**config.mk**
```make
export PLATFORM = sky130hd
export DESIGN_NAME = ifetch_unit
export DESIGN_NICKNAME = d
export VERILOG_FILES = /design/src/rtl/ifetch_unit.sv
export SDC_FILE = /design/constraint.sdc
export NUM_CORES = 1
export LEC_CHECK = 0
export ABC_AREA = 1
export CORE_ASPECT_RATIO = 1.1
export CORE_MARGIN = 2
export CORE_UTILIZATION = 43
export CTS_CLUSTER_DIAMETER = 50
export DETAILED_ROUTE_END_ITERATION = 8
export PLACE_DENSITY = 0.89
export SLEW_MARGIN = 40
export SYNTH_ARGS = -nofsm -noshare
export SYNTH_HDL_FRONTEND = slang
export SYNTH_SLANG_ARGS = --single-unit
```
**constraint.sdc**
```tcl
create_clock -name clk -period 4 [get_ports clk]
set_input_delay 0.4 -clock clk [delete_from_list [all_inputs] [get_ports clk]]
set_output_delay 0.4 -clock clk [all_outputs]
set_load 0.02 [all_outputs]
```
**src/rtl/ifetch_unit.sv**
```systemverilog
// Instruction fetch stage for the single-cycle data path.
//
// Owns the architectural PC, issues one word fetch at a time to instruction
// memory, and holds the returned instruction and its PC until the data path
// commits it. A flush redirects fetch to flush_pc in any state and wins over a
// commit in the same cycle.
//
// Ports:
//   clk, rst         rising-edge clock, asynchronous active-high reset
//   pc_src           commit selects br_target (1) or pc + 4 (0)
//   br_target        branch/jump target from the ALU
//   advance          data path commits the held instruction this cycle
//   flush, flush_pc  redirect fetch, discarding any in-flight work
//   imem_req_*       fetch request (valid/ready), word address
//   imem_rsp_*       fetch response (valid only, in order, one outstanding)
//   instr_valid      instr/pc_now hold a valid instruction
//   instr            held instruction, NOP_INSTR when nothing is held
//   pc_now           PC register (address of the held instruction)
//   pc_plus4         pc_now + 4, wrapping
//   misaligned       one-cycle pulse after a target with bits [1:0] != 0
//   instret          committed instruction count, wrapping
module ifetch_unit #(
  parameter logic [31:0] RESET_PC  = 32'h0000_0000,
  parameter logic [31:0] NOP_INSTR = 32'h0000_0013
) (
  input  logic        clk,
  input  logic        rst,
  input  logic        pc_src,
  input  logic [31:0] br_target,
  input  logic        advance,
  input  logic        flush,
  input  logic [31:0] flush_pc,
  output logic        imem_req_valid,
  input  logic        imem_req_ready,
  output logic [31:0] imem_req_addr,
  input  logic        imem_rsp_valid,
  input  logic [31:0] imem_rsp_data,
  output logic        instr_valid,
  output logic [31:0] instr,
  output logic [31:0] pc_now,
  output logic [31:0] pc_plus4,
  output logic        misaligned,
  output logic [31:0] instret
);

  typedef enum logic [1:0] {
    StIdle,
    StReq,
    StWait,
    StHold
  } state_e;

  state_e      state_q;
  logic [31:0] pc_q;
  logic [31:0] instr_q;
  logic [31:0] instret_q;
  logic        instr_valid_q;
  logic        misaligned_q;
  // Set while the outstanding response belongs to a request made before a flush.
  logic        drop_q;

  logic [31:0] flush_pc_al;
  logic [31:0] br_target_al;
  logic [31:0] pc_inc;
  logic [31:0] commit_pc;
  logic        commit_mis;

  // Targets are word-aligned on load; the dropped low bits only raise misaligned.
  assign flush_pc_al  = {flush_pc[31:2], 2'b00};
  assign br_target_al = {br_target[31:2], 2'b00};
  assign pc_inc       = pc_q + 32'd4;
  assign commit_pc    = pc_src ? br_target_al : pc_inc;
  assign commit_mis   = pc_src & (|br_target[1:0]);

  always_ff @(posedge clk or posedge rst) begin
    if (rst) begin
      state_q       <= StIdle;
      pc_q          <= RESET_PC;
      instr_q       <= NOP_INSTR;
      instret_q     <= 32'd0;
      instr_valid_q <= 1'b0;
      misaligned_q  <= 1'b0;
      drop_q        <= 1'b0;
    end else begin
      misaligned_q <= 1'b0;
      if (flush) begin
        pc_q          <= flush_pc_al;
        misaligned_q  <= |flush_pc[1:0];
        instr_valid_q <= 1'b0;
        instr_q       <= NOP_INSTR;
        unique case (state_q)
          StIdle: state_q <= StReq;
          StReq: begin
            // Already accepted: the response for the old PC must be thrown away.
            if (imem_req_ready) begin
              drop_q  <= 1'b1;
              state_q <= StWait;
            end
          end
          StWait: begin
            // A response arriving with the flush is the stale one; refetch at once.
            if (imem_rsp_valid) begin
              drop_q  <= 1'b0;
              state_q <= StReq;
            end else begin
              drop_q <= 1'b1;
            end
          end
          StHold:  state_q <= StReq;
          default: state_q <= StIdle;
        endcase
      end else begin
        unique case (state_q)
          StIdle: state_q <= StReq;
          StReq: begin
            if (imem_req_ready) begin
              state_q <= StWait;
            end
          end
          StWait: begin
            if (imem_rsp_valid) begin
              if (drop_q) begin
                drop_q  <= 1'b0;
                state_q <= StReq;
              end else begin
                instr_q       <= imem_rsp_data;
                instr_valid_q <= 1'b1;
                state_q       <= StHold;
              end
            end
          end
          StHold: begin
            if (advance) begin
              pc_q          <= commit_pc;
              misaligned_q  <= commit_mis;
              instr_valid_q <= 1'b0;
              instr_q       <= NOP_INSTR;
              instret_q     <= instret_q + 32'd1;
              state_q       <= StReq;
            end
          end
          default: state_q <= StIdle;
        endcase
      end
    end
  end

  // Decoded straight from the state flop, so no input-to-output path.
  assign imem_req_valid = (state_q == StReq);
  assign imem_req_addr  = pc_q;
  assign instr_valid    = instr_valid_q;
  assign instr          = instr_q;
  assign pc_now         = pc_q;
  assign pc_plus4       = pc_inc;
  assign misaligned     = misaligned_q;
  assign instret        = instret_q;

endmodule

```
==> Word level (Yosys, flattened, before mapping) <==
Index checks and enable logic that the tools add are counted.
{ "word_totals": {"latchBits": 0, "memories": 0, "out_inout_bits": 163, "inputBits": 103, "wordCells": 65, "reg_bits": 101, "ram_bits": 0, "rom_bits": 0} }
{ "op_classes": {"mux": 31, "shift": 0, "n_reduce_logical": 15, "eq_ne": 8, "n_bitwise": 2, "order_cmp": 0, "div_mod_pow": 0, "n_addsub": 2, "multipliers": 0} }
{ "op_table": {"columns": ["op", "count"], "rows": [
  ["$mux W32", 8],
  ["$pmux W32 S2", 1],
  ["$add A32 B1 Y32 const B", 1],
  ["$add A32 B3 Y32 const B", 1],
  ["$mux W1", 12],
  ["$mux W2", 6],
  ["$reduce_bool A2 Y1", 5],
  ["$ne A3 B3 Y1 const B", 3],
  ["$pmux W2 S4", 1],
  ["$reduce_and A4 Y1", 2],
  ["$pmux W2 S3", 1],
  ["$reduce_or A2 Y1", 3],
  ["$eq A2 B2 Y1 const B", 2],
  ["$pmux W1 S2", 2],
  ["$reduce_and A2 Y1", 2],
  ["$ne A3 B2 Y1 const B", 1],
  ["$reduce_and A3 Y1", 1],
  ["$reduce_bool A3 Y1", 1],
  ["$eq A2 B1 Y1 const B", 1],
  ["$logic_not A2 Y1", 1],
  ["$ne A2 B2 Y1 const B", 1],
  ["$and A1 B1 Y1", 1],
  ["$not A1 Y1", 1]
]} }

==> Logic depth before layout (Yosys ltp) <==
Gate-level depths: netlist (run 1).
{ "logic_depth": {"ltp_word": 5, "ltp_mapped": 12, "ltp_nobuf": 12} }

==> Worst setup path before layout (run 1) <==
OpenSTA, ideal clock, no wires.
{ "synth_path": {"path_kind": "flip-flop to output port", "startpoint": "reg pc_q[3], in the netlist imem_req_addr[3]", "endpoint": "out pc_plus4[26]", "path_slack_ns": 2.020, "arrival_time_ns": 1.580, "n_path_buf": 0, "stages_incl_launch_ff": 9, "required_ns": 3.600, "cell_sequence": "dfrtp_1 ha_1 nand2_1 nor2_2 nand2_4 nor2_4 nand2_1 nand2_1 and2_1"} }
{ "synth_between": {"elab_chain_len": 1} }
{ "synth_rtl": {"columns": ["element", "line_no", "rtl"], "rows": [
  ["start, declared", "54", "logic [31:0] pc_q;"],
  ["start signal, assigned", "87", "pc_q <= flush_pc_al;"],
  ["start signal, assigned", "134", "pc_q <= commit_pc;"],
  ["$add A32 B3 Y32", "71", "assign pc_inc = pc_q + 32'd4;"],
  ["end, declared", "41", "output logic [31:0] pc_plus4,"]
]} }
Every way passes these cells.

==> Worst setup path after layout (run 1) <==
Ends and elaborated chain as after synthesis.

==> impl_metrics.env, run 1 <==
export IMPL_status="finished clean"
export IMPL_critical_path_class="register to primary output"
export IMPL_max_slew_margin_rel_pct=50.96
export IMPL_cts_resized=0
export IMPL_startpoint_type="register"
export IMPL_async_flop_share_pct=100.0
export IMPL_rsz0062_at_grt="false"
export IMPL_io_pins=266
export IMPL_drc=0
export IMPL_path_max_fanout=6
export IMPL_layout_common_cells="nand2_1 (322), clkdlybuf4s50_1 (258), dfrtp_1 (96)"
export IMPL_drt_iter0_markers=415
export IMPL_ys_warn_count=0
export IMPL_finalWorstSetupSlack_ns=1.147
export IMPL_die_y_um=130.1
export IMPL_initial_core_util_pct=43.51
export IMPL_power_density_nw_per_um2=447.3
export IMPL_cts_made_buffers=9
export IMPL_io_buffers=259
export IMPL_hold_path_class="register to register"
export IMPL_cellLeakagePower_nw=4.106
export IMPL_worst_path_buf_inv=1
export IMPL_syn_inst=822
export IMPL_tritoncts_num_sinks=99
export IMPL_overflow=0
export IMPL_dp_final_hpwl_mm=14.48
export IMPL_cp_common_cell="nand2_1"
export IMPL_hold_viol_final=0
export IMPL_cts_buffer_depth=2
export IMPL_dieArea_um2=15420
export IMPL_synth_cell_types=41
export IMPL_path_cells="ha_1, nand2_1, nor2_2, nand2_4, nor2_4, nand2_1, nand2_1, and2_1, clkdlybuf4s50_1"
export IMPL_wirelength_mm=19.30
export IMPL_die_w_um=118.6
export IMPL_end_kind="primary output"
export IMPL_fin_setup_tns_ns=0
export IMPL_fin_nets=1148
export IMPL_finalPower_mw=4.005
export IMPL_worstPathArrival_ns=2.45
export IMPL_post_cts_setup_buffer_count=0
export IMPL_fillers=1243
export IMPL_avgSynthCellArea_um2=7.556
export IMPL_crit_family="simple AND/OR/NAND/NOR gates"
export IMPL_cts_hold_buf=0
export IMPL_layout_drive_gt1_share_pct=6.603
export IMPL_maxSlewViolCount=0
export IMPL_first_pass_iters=5
export IMPL_syn_to_final_growth_pct=44.18
export IMPL_num_vias=6199
export IMPL_grt_pass1_wl_mm=30.26
export IMPL_crit_slowest_cell="clkdlybuf4s50_1"
export IMPL_clock_latency_ns=0.34
export IMPL_final_common_cell="nand2_1"
export IMPL_synth_ff_type="dfrtp_1"
export IMPL_synth_edf_count=0
export IMPL_placed_area_um2=8667
export IMPL_fin_area_um2=8955
export IMPL_grt_pass1_vias=5938
export IMPL_antenna_found_initial=0
export IMPL_path_clk_slew_ns=0.07
export IMPL_clock_fmax_ghz=0.3506
export IMPL_pre_cts_slack_ns=1.296
export IMPL_grt_max_degree=84
export IMPL_max_vdd_ir_drop_mv=0.2986
export IMPL_grt_util_all_layers_pct=24.46
export IMPL_setup_viol=0
export IMPL_max_stage_delay_ns=0.60
export IMPL_viasPerCell=5.011
export IMPL_period_share_pct=71.31
export IMPL_worstMarginPinSlew_ns=0.7336
export IMPL_place_congestion=0.9210
export IMPL_critPathRequiredTime_ns=3.60
export IMPL_fin_util_pct=62.74
export IMPL_ys_ff_latch=99
export IMPL_final_min_clock_period_ns=2.853
export IMPL_synthesis_area_um2=6211
export IMPL_fp_row_count=46
export IMPL_tritoncts="built"
export IMPL_insertedDiodeCount=0
export IMPL_finClkSkew_ns=0.004091
export IMPL_final_antenna_net_count=0
export IMPL_yosysSeqAreaShare_pct=39.95
export IMPL_core_um2=14270
export IMPL_h_tree_depth=3
export IMPL_drv_cap=0
export IMPL_cts_root_buffer="clkbuf_16"
export IMPL_wl_per_cell_um=15.60
-- worst reg2reg max path, delay by kind of cell (launching register included) --
family / cells / cell delay (ns)
xor gates and xnor gates: 1 / 0.16
adders and majority gates: 1 / 0.24
DFF: 1 / 0.41
and+or+nand+nor: 5 / 1.39
-- per-stage QoR --
| stage | hold WS [ns] | cells |
|---|---|---|
| detailed placement | 0.4621 | 1221 |
| CTS | 0.4804 | 1237 |
| floorplan | 0.4624 | 827 |
| global placement | 0.4537 | 1221 |
| finish | 0.4763 | 1237 |
| global route | 0.5187 | 1237 |
-- synth_stat cells, types with 2 or more instances --
cell type / number / area share, %
nand4_1: 11 / 1.1
buf_2: 10 / 0.81
nand2_4: 2 / 0.36
nor3_1: 11 / 0.89
clkbuf_1: 5 / 0.30
inv_1: 55 / 3.3
a21boi_0: 2 / 0.24
xor2_1: 22 / 3.1
a21oi_1: 31 / 2.5
xnor2_1: 8 / 1.1
a22o_1: 29 / 4.1
o22a_1: 3 / 0.42
ha_1: 5 / 1.0
buf_4: 41 / 5.0
nand3b_1: 8 / 0.97
nand3_1: 22 / 1.8
o211ai_1: 6 / 0.73
buf_6: 3 / 0.54
nor3b_1: 2 / 0.24
buf_1: 2 / 0.12
nand2_1: 322 / 19
nor2_1: 55 / 3.3
dfrtp_1: 96 / 39
nand2_2: 3 / 0.30
xor2_2: 7 / 1.8
nor2_2: 11 / 1.1
o21ai_0: 20 / 1.6
inv_2: 3 / 0.18
nor2_4: 8 / 1.5
and2_1: 4 / 0.40
o22ai_1: 2 / 0.20
dfstp_2: 3 / 1.3
nor3_2: 2 / 0.32
-- path summary, 6_finish.rpt --
check | startpoint | to | slack (ns) | depth (start not counted)
worst max-delay path | imem_req_addr[3] | pc_plus4[26] | 1.15 | 9
worst min-delay path | instr_valid | instr_valid | 0.48 | 2
worst max register to register | state_q[1] | instret[18] | 1.71 | 7
worst min register to register | instr_valid | instr_valid | 0.48 | 2
max in group asynchronous | rst | instret[20] | 2.84 | 3
min in group asynchronous | rst | misaligned | 0.52 | 2
-- cell families after synthesis --
family	after synthesis	share of synthesized area [%]
XOR/XNOR	37	6.064
AO/OA/AOI/OAI	95	10.07
buffers and inverters	122	10.66
flip-flops	99	39.95
other	1	0.06038
adder cells (fa/ha/maj)	5	1.007
AND/OR/NAND/NOR	463	32.19
-- registers in the layout (all words and copies together) (netlist names) --
| signal | count |
|---|---|
| drop_q | 1 |
| instr | 32 |
| instr_valid | 1 |
| misaligned | 1 |
| instret | 32 |
| state_q | 2 |
| imem_req_addr | 30 |
-- power by group --
group	switching (mW)	internal, mW
registers	0.236	1.18
clock network	0.424	0.433
logic	0.931	0.804
total	1.59	2.41
-- layer usage --
metal | vias up | global-route usage [%] | wire length [µm]
met1 | 2902 | 29.43 | 7563
met2 | 268 | 43.48 | 9913
met5 | - | 0 | 0
met4 | 0 | 7.493 | 341
li1 | 3000 | - | -
met3 | 29 | 6.031 | 1481
-- layout make-up --
| type | count | area [µm²] | share of cell area, % |
|---|---|---|---|
| Multi-Input combinational cell | 606 | 3087 | 34.47 |
| Clock buffer | 9 | 225.2 | 2.515 |
| Timing Repair Buffer | 265 | 2633 | 29.40 |
| Tap cell | 192 | 240.2 | 2.683 |
| Inverter | 59 | 229.0 | 2.557 |
| Clock inverter | 7 | 60.06 | 0.6707 |
| Sequential cell | 99 | 2481 | 27.71 |
Power figures use the tool's default switching activity.
==> run 2, diff against run 1 <==
==> constraint.sdc (replaced) <==
create_clock -name clk -period 2.95 [get_ports clk]
set_input_delay 0.295 -clock clk [delete_from_list [all_inputs] [get_ports clk]]
set_output_delay 0.295 -clock clk [all_outputs]
set_load 0.02 [all_outputs]
==> impl_metrics.env, run 2 (synthesis results as in run 1) <==
export IMPL_clock_latency_ns=0.35
export IMPL_reg2reg_slack_ns=0.91
export IMPL_fp_row_count=46
export IMPL_crit_slowest_cell="clkdlybuf4s50_1"
export IMPL_worstReg2RegEnd="instr[8]"
export IMPL_worstReg2RegStart="state_q[0]"
export IMPL_io_buffers=259
export IMPL_seqPwrFrac_pct=34.4
export IMPL_final_min_clock_period_ns=2.753
export IMPL_pwr_share_comb_pct=43.3
export IMPL_cp_common_cell="nand2_1"
export IMPL_maxSlewViolCount=0
export IMPL_io_pins=266
export IMPL_final_antenna_net_count=0
export IMPL_cts_buffer_depth=2
export IMPL_p_int_mw=3.368
export IMPL_grt_pass1_vias=6122
export IMPL_layout_common_cells="nand2_1 (322), clkdlybuf4s50_1 (258), dfrtp_1 (96)"
export IMPL_cellLeakagePower_nw=4.133
export IMPL_status="finished clean"
export IMPL_fin_nets=1152
export IMPL_power_share_switching_pct=39.06
export IMPL_max_stage_delay_ns=0.60
export IMPL_drv_cap=0
export IMPL_initial_core_util_pct=43.51
export IMPL_cp_startpoint="imem_req_addr[13]"
export IMPL_tritoncts="built"
export IMPL_drc=0
export IMPL_finClkSkew_ns=0.007204
export IMPL_setup_viol=0
export IMPL_power_density_nw_per_um2=613.3
export IMPL_final_cells=1241
export IMPL_wl_per_cell_um=15.97
export IMPL_grt_pass1_wl_mm=30.78
export IMPL_cts_hold_buf=0
export IMPL_end_kind="primary output"
export IMPL_critPathRequiredTime_ns=2.65
export IMPL_cts_made_buffers=9
export IMPL_worstMarginPinSlew_ns=0.6362
export IMPL_core_um2=14270
export IMPL_viasPerCell=5.112
export IMPL_overflow=0
export IMPL_fin_area_um2=9011
export IMPL_rsz0062_at_grt="false"
export IMPL_drt_iter0_markers=404
export IMPL_dp_cells=1225
export IMPL_fin_util_pct=63.13
export IMPL_die_y_um=130.1
export IMPL_place_congestion=0.9130
export IMPL_cts_resized=0
export IMPL_p_clk_share_pct=22.3
export IMPL_tritoncts_num_sinks=99
export IMPL_syn_to_final_growth_pct=45.08
export IMPL_hold_viol_final=0
export IMPL_fillers=1228
export IMPL_max_slew_margin_rel_pct=57.54
export IMPL_grt_max_degree=44
export IMPL_hold_path_class="input pin to async pin"
export IMPL_wirelength_mm=19.82
export IMPL_num_vias=6344
export IMPL_path_cells="nand2_1, nor2_1, nand2_1, nor2_4, nand2_1, nand2_1, and2_1, clkdlybuf4s50_1"
export IMPL_clock_fmax_ghz=0.3632
export IMPL_post_cts_setup_buffer_count=0
export IMPL_critical_path_class="register to primary output"
export IMPL_path_clk_slew_ns=0.08
export IMPL_max_vdd_ir_drop_mv=0.4162
export IMPL_path_max_fanout=6
export IMPL_cts_root_buffer="clkbuf_16"
export IMPL_startpoint_type="register"
export IMPL_fin_setup_tns_ns=0
export IMPL_antenna_found_initial=0
export IMPL_worstPathArrival_ns=2.46
export IMPL_grt_util_all_layers_pct=25.16
export IMPL_p_switching_mw=2.159
export IMPL_rr_worst_depth=9
export IMPL_insertedDiodeCount=0
export IMPL_die_w_um=118.6
export IMPL_placed_area_um2=8707
export IMPL_final_common_cell="nand2_1"
export IMPL_first_pass_iters=5
export IMPL_layout_drive_gt1_share_pct=6.768
export IMPL_period_share_pct=93.33
export IMPL_dieArea_um2=15420
export IMPL_h_tree_depth=3
export IMPL_dp_final_hpwl_mm=15.09
[run 2: cell count changes in the layout (fill, tap and decap cells not counted)]
cell / delta
clkbuf_1: +1
inv_8: -1
buf_12: +1
inv_2: -1
buf_4: +3
inv_4: +1
clkinv_2: -1
bufinv_16: +1
clkinvlp_4: +1
inv_1: +1
clkinv_4: -2
[run 2: power by group through the flow]
stage                     clock network, mW  logic, mW  registers [mW]
after floorplan                           0       1.11            2.12
after global placement                    0       2.36            1.90
after detailed placement                  0       2.41            1.91
after CTS                              1.27       2.41            1.90
after global routing                   1.32       2.56            1.94
final                                  1.23       2.39            1.90
[run 2: through the flow]
step	hold WS, ns	worst slack (ns)	power [mW]
global placement	0.4556	0.5836	4.259
global route	0.3527	0.09052	5.827
finish	0.3148	0.1968	5.527
CTS	0.3240	0.2074	5.581
detailed placement	0.4799	0.5953	4.316
floorplan	0.4218	0.06954	3.231
[run 2: area by class of cell]
type	count	area, µm²	share of cell area (%)
Multi-Input combinational cell	606	3087	34.25
Timing Repair Buffer	269	2675	29.69
Sequential cell	99	2481	27.53
Tap cell	192	240.2	2.666
Clock buffer	10	229.0	2.541
Inverter	59	224.0	2.485
Clock inverter	6	75.07	0.8331
[run 2: critical path, delay by kind of cell (launching register included)]
family,cells,cell delay (ns)
buffers and inverters,1,0.60
DFF,1,0.53
and+or+nand+nor,7,0.98
[run 2: worst max path at each step]
| stage | endpoint | slack (ns) | depth (start not counted) |
|---|---|---|---|
| finish | pc_plus4[23] | 0.20 | 8 |
| CTS | pc_plus4[23] | 0.21 | 8 |
| global route | pc_plus4[26] | 0.09 | 9 |
| floorplan | drop_q | 0.07 | 1 |
| detailed placement | instr[15] | 0.60 | 9 |
| global placement | pc_plus4[23] | 0.58 | 8 |
[run 2: layer usage]
layer,global-route usage (%),up-vias,routed length [µm]
met2,45.47,267,10050
met1,28.90,3021,7763
met4,9.944,0,534
li1,-,3015,-
met5,0,-,0
met3,6.031,41,1476
==> patch: new RTL, config.mk and constraints of run 2 <==
Re-encode `state_e` (4 states) as one-hot, 4 bits wide.
--- a/src/rtl/ifetch_unit.sv
+++ b/src/rtl/ifetch_unit.sv
@@ -44,9 +44,9 @@
 );
 
-  typedef enum logic [1:0] {
-    StIdle,
-    StReq,
-    StWait,
-    StHold
+  typedef enum logic [3:0] {
+    StIdle = 4'b0001,
+    StReq  = 4'b0010,
+    StWait = 4'b0100,
+    StHold = 4'b1000
   } state_e;
 
Function: same outputs for any inputs over 4 cycles, from zero or initial values and one cycle with rst high; so few cycles prove little.
==> patch against run 2 <==
Sequential cell count up 2. Final area rose by 2.9%. Synthesized area is 3.8% higher. Via count rose by 9.2%. Routed wire length up 5.8%. Maximum frequency shrank 1.3%. Critical path depth stayed put. First-iteration DRC count rose by 0.99%. Clock skew up 0.0019 ns. Non-clock buffer count rose by 1. Setup slack worse by 0.037 ns. Critical endpoint is now pc_plus4[24].
Power is not compared: it rests on default switching activity, and its combinational part moved more than twofold at a synthesized area within 25%.
==> patch: results (changes against run 2) <==
stage;metric;value;unit;change
routing;amount of wire on met3 after detailed routing;2110;um;+43%
routing;detailed route wirelength on metal2;10300;um;+3.0%
logic_synthesis;number of unique standard cell types used by synthesis;38;;-7.3%
finish;fraction of layout cells with a size suffix above 1;5.89;%;-0.88 points
routing;Top Layer Used;met5;;
sta;max-slew headroom at the worst pin;61.2;%;+3.7 points
placement;weighted congestion at the end of routability-driven global placement;0.943;;+3.3%
finish;register fraction of the total cell area;27.3;%;-0.22 points
finish;fraction of standard cell area in multi-input logic;34.3;%;about the same
global_routing;maximum number of pins on one net before global-route repair;40;;-9.1%
run_status;status;completed;;
global_routing;number of antenna violations at the first check in global routing;2;;+2
logic_synthesis;area fraction in compound gates after synthesis;4.75;%;-5.3 points
logic_synthesis;synthesized-area fraction occupied by xor and xnor cells;3.65;%;-2.4 points
global_routing;GRT met1 Usage;29.9;%;+0.98 points
global_routing;total global-route track usage;25.9;%;+0.75 points
routing;count of TritonRoute iterations in the first routing pass;5;;unchanged
logic_synthesis;top cells by instance count after synthesis;307 x nand2_1, 132 x nor2_1, 108 x nand3_1;;
routing;Detailed Route Iter0 Violations;408;;+0.99%
routing;Vias;6930;;+9.2%
logic_synthesis;adder-cell area share of the yosys netlist;0.388;%;-0.62 points
routing;routed length on met1;7780;um;+0.21%
placement;number of I/O port buffers;259;;unchanged
finish;count of inverters other than clock inverters in the layout;97;;+64%
critical_path;Reg2Reg Capture Point;imem_req_addr[12]$_DFFE_PP0P_;;
finish;fin area;9270;um^2;+2.9%
finish;Multi-input comb cells;688;;+14%
critical_path;worst-case register-to-register setup slack;1.00;ns;+0.09 ns
critical_path;arrival time reported for the critical path endpoint;2.50;ns;+0.04 ns
logic_synthesis;proportion of synthesized chip area in sequential cells;39.3;%;-0.68 points
logic_synthesis;Synth area leaders;dfrtp_1 38%, nand2_1 18%, nand3_1 8.4%;;
placement;HPWL after detailed placement;15900;um;+5.4%
finish;NumNets Final;1272;;+10%
power_and_ir_drop;final total power;3.81;mW;
finish;Clock buffers and inverters, area share;3.09;%;-0.28 points
routing;average wire length per cell after detail routing;15.4;um;-3.7%
finish;clock buffers;13;;+3
sta;worst-case clock skew;0.00911;ns;+0.00191 ns
finish;count of plain and timing-repair buffers in the layout;270;;+0.37%
critical_path;r2r worst-path depth;7;;-2
finish;Filler Cell Count;1242;;+1.1%
global_routing;met2 usage;44.8;%;-0.68 points
clock_network;clock slew at reported path FFs;0.07;ns;
global_routing;fraction of met3 tracks used by global routing;7.46;%;+1.4 points
clock_network;TritonCTS Sinks;101;;+2.0%
finish;Data buffer area share;28.8;%;-0.89 points
global_routing;number of global-route vias before repair;6593;;+7.7%
critical_path;launch instance of the worst register-to-register path;imem_req_addr[2]$_DFFE_PP0P_;;
## patch: cell count changes after synthesis, moves of 19 or more
cell / before / now
nand3_1: 22 / 108
a22o_1: 29 / 0
inv_1: 55 / 91
o21ai_0: 20 / 39
a21oi_1: 31 / 2
nor2_1: 55 / 132
## patch: how the worst max path moves through the flow
stage,endpoint,slack (ns),cells past startpoint,from
after global placement,pc_plus4[30],0.55,8,imem_req_addr[2]$_DFFE_PP0P_
after floorplan,drop_q$_DFFE_PP0P_,0.01,1,rst
after global routing,pc_plus4[24],0.01,8,imem_req_addr[2]$_DFFE_PP0P_
after CTS,pc_plus4[30],0.13,8,imem_req_addr[2]$_DFFE_PP0P_
after detailed placement,pc_plus4[30],0.52,8,imem_req_addr[2]$_DFFE_PP0P_
final,pc_plus4[24],0.16,8,imem_req_addr[2]$_DFFE_PP0P_
## patch: metrics by stage
step	hold slack, ns	instances
floorplan	0.405	949
global placement	0.480	1348
detailed placement	0.485	1348
CTS	0.345	1364
global route	0.388	1364
finish	0.363	1364
